===== src/rtl/mul_sequencer.sv =====
// -----------------------------------------------------------------------------
// mul_sequencer
//
// Multi-cycle shift-add multiplier for the execute stage. When the decoded ALU
// control code selects multiply, the block captures both operands, stalls the
// pipeline for DATA_W iterations and then returns the low DATA_W bits of the
// product together with a one-cycle valid pulse. All other ALU codes are left
// to the combinational ALU, and this block stays idle for them.
//
// Parameters:
//   DATA_W    operand/result width (>= 2)
//   MUL_CODE  ALU control value that selects multiply
//
// Ports:
//   clk           in   rising-edge clock
//   arst_n        in   asynchronous active-low reset
//   issue         in   an instruction in EX presents alu_ctrl/op_a/op_b
//   alu_ctrl      in   4-bit ALU control code
//   op_a          in   multiplicand
//   op_b          in   multiplier
//   flush         in   synchronous abort of the instruction in EX
//   stall         out  hold PC, IF/ID and ID/EX (combinational)
//   busy          out  high while iterating (decoded from the state register)
//   result_valid  out  one-cycle pulse when result is final
//   result        out  product[DATA_W-1:0]; held until the next completion
// -----------------------------------------------------------------------------
module mul_sequencer #(
  parameter int          DATA_W   = 32,
  parameter logic [3:0]  MUL_CODE = 4'd8
) (
  input  logic              clk,
  input  logic              arst_n,
  input  logic              issue,
  input  logic [3:0]        alu_ctrl,
  input  logic [DATA_W-1:0] op_a,
  input  logic [DATA_W-1:0] op_b,
  input  logic              flush,
  output logic              stall,
  output logic              busy,
  output logic              result_valid,
  output logic [DATA_W-1:0] result
);

  localparam int CNT_W = $clog2(DATA_W + 1);

  typedef enum logic [1:0] {
    S_IDLE = 2'd0,
    S_BUSY = 2'd1,
    S_DONE = 2'd2
  } state_e;

  state_e              state_q,  state_d;
  logic [DATA_W-1:0]   acc_q,    acc_d;
  logic [DATA_W-1:0]   mcand_q,  mcand_d;
  logic [DATA_W-1:0]   mplier_q, mplier_d;
  logic [CNT_W-1:0]    cnt_q,    cnt_d;
  logic [DATA_W-1:0]   result_q, result_d;

  logic accept;
  logic stall_c;

  // A new multiply may only start from IDLE or DONE; a flush in the same
  // cycle squashes the instruction, so it must never be accepted.
  assign accept = issue && (alu_ctrl == MUL_CODE) && !flush;

  always_comb begin
    // NOTE: every signal written here gets a default first so no path leaves
    // it unassigned; a missing default would infer a latch.
    state_d  = state_q;
    acc_d    = acc_q;
    mcand_d  = mcand_q;
    mplier_d = mplier_q;
    cnt_d    = cnt_q;
    result_d = result_q;
    stall_c  = 1'b0;

    unique case (state_q)
      S_IDLE, S_DONE: begin
        if (accept) begin
          state_d  = S_BUSY;
          acc_d    = '0;
          mcand_d  = op_a;
          mplier_d = op_b;
          cnt_d    = CNT_W'(DATA_W);
          stall_c  = 1'b1;
        end else begin
          state_d  = S_IDLE;
        end
      end

      S_BUSY: begin
        if (flush) begin
          // Aborted: drop back to IDLE without touching the visible result.
          state_d = S_IDLE;
        end else begin
          stall_c  = 1'b1;
          acc_d    = mplier_q[0] ? (acc_q + mcand_q) : acc_q;
          mcand_d  = mcand_q << 1;
          mplier_d = mplier_q >> 1;
          cnt_d    = cnt_q - CNT_W'(1);
          if (cnt_q == CNT_W'(1)) begin
            state_d  = S_DONE;
            // The final step's partial product must be included, so the
            // result register takes the updated accumulator, not acc_q.
            result_d = acc_d;
          end
        end
      end

      default: state_d = S_IDLE;
    endcase
  end

  always_ff @(posedge clk or negedge arst_n) begin
    if (!arst_n) begin
      state_q  <= S_IDLE;
      acc_q    <= '0;
      mcand_q  <= '0;
      mplier_q <= '0;
      cnt_q    <= '0;
      result_q <= '0;
    end else begin
      // NOTE: non-blocking assignments so every flop samples the values from
      // before this edge, independent of statement order.
      state_q  <= state_d;
      acc_q    <= acc_d;
      mcand_q  <= mcand_d;
      mplier_q <= mplier_d;
      cnt_q    <= cnt_d;
      result_q <= result_d;
    end
  end

  // While reset is asserted the pipeline must not be held, even if a
  // multiply is being presented.
  assign stall        = arst_n & stall_c;
  assign busy         = (state_q == S_BUSY);
  assign result_valid = (state_q == S_DONE);
  assign result       = result_q;

endmodule


===== config.mk =====
export PLATFORM = sky130hd
export DESIGN_NAME = mul_sequencer
export DESIGN_NICKNAME = d
export VERILOG_FILES = /design/src/rtl/mul_sequencer.sv
export SDC_FILE = /design/constraint.sdc
export NUM_CORES = 1
export LEC_CHECK = 0
export ABC_AREA = 1
export BUFFER_PORTS_ARGS = -buffer_cell sky130_fd_sc_hd__buf_2
export CAP_MARGIN = 40
export CELL_PAD_IN_SITES_DETAIL_PLACEMENT = 0
export CELL_PAD_IN_SITES_GLOBAL_PLACEMENT = 1
export CORE_MARGIN = 5
export CORE_UTILIZATION = 40
export CTS_CLUSTER_SIZE = 8
export DETAILED_ROUTE_END_ITERATION = 16
export MAX_ROUTING_LAYER = met4
export PLACE_DENSITY = 0.84
export SKIP_LAST_GASP = 1
export SLEW_MARGIN = 20
export SYNTH_ARGS = -nofsm -noshare
export SYNTH_HDL_FRONTEND = slang
export SYNTH_SLANG_ARGS = --single-unit

===== constraint.sdc =====
create_clock -name clk -period 2.44 [get_ports clk]
set_clock_uncertainty 0.05 [all_clocks]
set_input_delay 0.488 -clock clk [delete_from_list [all_inputs] [get_ports clk]]
set_output_delay 0.488 -clock clk [all_outputs]
set_load 0.02 [all_outputs]

==> summary.md <==
| Metric | Value |
|---|---|
| Worst Setup Slack, final | `between 0.07 and 0.08 ns` |
| Detail Route Antenna Nets | `0` |
| Register area share after synthesis | `roughly two fifths` |
| Post-synth EDFFs | `0` |
| Count leader, synth | `nand2_1` |
| First-pass GRT wire length | `~40000 um` |
| Via count | `approximately 7700` |
| Setup crit start | `state_q[0]` |
| R2R Path Start | `mcand_q[9]` |
| I/O Buffers | `between 100 and 150` |
| P_leak | `0.005440 uW` |
| DRC | `0` |
| Die Area | `approximately 24000 sq um` |
| Yosys top cell by area | `dfrtp_1` |
| Post-synthesis mux area share | `0%` |
| Yosys warning total | `0` |
| Int Pwr | `approximately 5700 uW` |
| Die X | `about 150 um` |
| Area delta synth->final | `17.53%` |
| Core box area | `20360 sq um` |
| # rows | `52` |
| PwrDens | `slightly above 1000 nW/um^2` |
| Rel. slew slack | `around 48%` |
| Ant. Diodes | `0` |
| Commonest cells post-synth | `nand2_1, inv_1, dfrtp_1` |
| Largest family of logic cells by synthesized area | `simple AND/OR/NAND/NOR gates` |
| Synth Instances | `roughly 1200` |
| VDD IR max | `0.5734 mV` |
| Minimum clock period | `between 2 and 2.5 ns` |
| Mapped cell area | `8317 sq um` |
| PnR Total Power | `between 9000 and 10000 uW` |
| Flops & latches, synth | `~140` |
| Die H | `about 150 um` |
| Setup TNS | `0 ns` |
| WP data arrival | `around 1.8 ns` |
| Area of the multi-input gates | `between 4000 and 5000 sq um` |
| Worst-path clk slew | `~0.070 ns` |
| CTS root buffer | `clkbuf_16` |
| Fin. Hold Viols | `0` |
| Avg WL per Cell | `15.24 um` |
| TritonCTS buffer count | `17` |
| Seq pwr share | `around a third` |
| Placer's final routability congestion estimate | `approximately 0.94` |
| Post-synth cell types | `39` |
| Syn_nets | `1273` |
| R2r endpoint | `acc_q[19]` |
| Maxcap violations | `0` |
| Initial DRC count | `between 400 and 500` |
| CP startpoint kind | `register` |
| Largest net degree at the start of global routing | `137` |
| Dpl cells | `roughly 1500` |
| DP Wirelength | `between 15000 and 20000 um` |
| Clk sinks | `136` |
| Compound-Gate Fraction of Synth Area | `a little under an eighth` |
| Drt first pass iters | `5` |
| Critical Path RT | `between 1.5 and 2 ns` |
| Worst Setup End Kind | `primary output` |
| Area contributors post-synth | `dfrtp_1, nand2_1, inv_1, nand3_1, ha_1` |
| Synth Area in Adders | `5.205%` |
| Outcome | `completed` |
| End of the critical path | `stall` |
| GRT Residual Overflow | `0` |
| Initial core utilization | `roughly two fifths` |
| # nets final | `1373` |
| Vias in the first global route | `~7400` |
| Clock share of power | `27.1%` |
| Xor/xnor share of the synthesized area | `roughly 1.7%` |
| Place WS | `0.08761 ns` |
| Sw frac | `41.92%` |
| Clock Path Buffers | `2` |
| TritonCTS clock tree | `yes` |
| Routed WL | `roughly 24000 um` |
| Ys flop type | `dfrtp_1` |
| Synth Area per Inst | `between 7 and 8 sq um` |
| H-tree levels | `4` |
| Crit Path Class | `register to primary output` |
| Final Max Slew Viols | `0` |
| Setup violators final | `0` |
| Worst R2R Path Depth | `10` |
| Worst-path fanout max | `4` |
| Sw Pwr | `4125 uW` |
| Hold Crit Class | `input port to asynchronous set/reset pin` |
| Fmax | `around 420 MHz` |
| Fin crit share | `between 90% and 100%` |
| Vias per inst | `between 4 and 5` |
| Top cell type's share of synthesized area | `between 40% and 50%` |
| Ports | `roughly 110` |
| Flop2flop setup slack | `~0.2 ns` |
| GRT Util Overall | `between 20% and 30%` |
| Worst Max-Slew Pin Slew | `slightly below 0.8 ns` |
| Area occupied by registers | `~3400 sq um` |
| Comb pwr share | `between 30 and 40%` |
| Post-Synth Simple-Gate Area | `30.51%` |
| Layout Cells excl Fill | `~1600` |
| Skew-Pair Late Insertion Delay | `roughly 0.44 ns` |
| Layout cells sized above 1 | `between 10% and 20%` |
| Fillers | `~2100` |
| Antenna violations before repair | `0` |
| Final Hold Slack | `~0.061 ns` |
| Asr flop ratio synth | `100.0%` |
repair_timing:
item                                    CTS  global route
setup buffers                             0             0
endpoints found under the setup margin    0            18
hold buffers                              0             0
resized for setup                         0             8
critical path: stages, from the launching register on:
cell     delay (ns)
dfrtp_2        0.44
nor4_4         0.29
nand3_2        0.18
nand2_4        0.12
inv_2          0.04
nor2_1         0.15
buf_4          0.18
sequential cells by signal, indices dropped and copies added (netlist names):
name	flops
mplier_q	32
state_q	2
result	32
cnt_q	6
mcand_q	32
acc_q	32
power groups by stage:
stage               Clock (uW)  Combinational [uW]  Sequential (uW)
global placement             0                3760             3360
finish                    2670                3820             3350
global route              2830                4350             3440
detailed placement           0                3780             3380
CTS                       2710                3810             3350
floorplan                    0                2750             3290
cells by family after synthesis:
group                      count (synthesis)
xor gates and xnor gates                  16
buffers and inverters                    216
and+or+nand+nor                          608
DFF                                      136
AOI/OAI and AO/OA                        157
adders and majority gates                 34
worst min-delay path by stage:
stage          slack (ns)            to
6_report             0.06  mplier_q[13]
5_1_grt              0.18  mplier_q[13]
4_1_cts              0.15  mplier_q[11]
3_5_place_dp         0.41    result[23]
3_3_place_gp         0.41    result[27]
2_1_floorplan        0.14      acc_q[0]
routing by layer:
| layer | vias up | GRT usage, % | share of wire [%] |
|---|---|---|---|
| li1 | 3929 | - | - |
| met1 | 3528 | 31.59 | 51 |
| met2 | 181 | 29.24 | 42 |
| met3 | 28 | 3.185 | 4.8 |
| met4 | 0 | 5.929 | 1.8 |
| met5 | - | - | 0 |
placed cells by master, fill, tap and decap left out, types with 2 or more instances in the layout:
master     Yosys  layout
nand2_1      428     427
inv_1        172     172
dfrtp_1      136     135
buf_2          8     104
nand3_1       98      97
o21ai_0       59      58
nor2_1        47      47
o211ai_1      34      34
ha_1          33      33
a22oi_1       25      25
a21oi_1       22      22
clkbuf_16      0      17
or2_2         16      16
buf_4          2      13
o22ai_1        9       9
xor2_1         8       8
xnor2_1        8       8
nor3_1         5       5
inv_6          0       5
inv_8          0       5
inv_2          4       4
o21bai_1       3       3
nand4_1        3       3
nand2_2        2       2
nor4_4         1       2
nand3_2        1       2
o221ai_1       2       2
clkinv_4       0       2
buf_12         0       2
stage by stage:
| step | util, % | instance area, sq um |
|---|---|---|
| finish | 48.00 | 9774 |
| global route | 48.00 | 9774 |
| CTS | 47.86 | 9747 |
| detailed placement | 44.93 | 9150 |
| global placement | 44.93 | 9150 |
| floorplan | - | 8317 |
final cells by class:
cell class / instances / share of cell area (%)
flip-flops and latches: 136 / 34.83
clock inverters: 15 / 1.754
multi-input cells: 815 / 41.96
clock buffers: 17 / 4.352
repair buffers: 120 / 6.848
well taps: 270 / 3.456
inverters: 177 / 6.797
(Power assumes the default switching activity.)
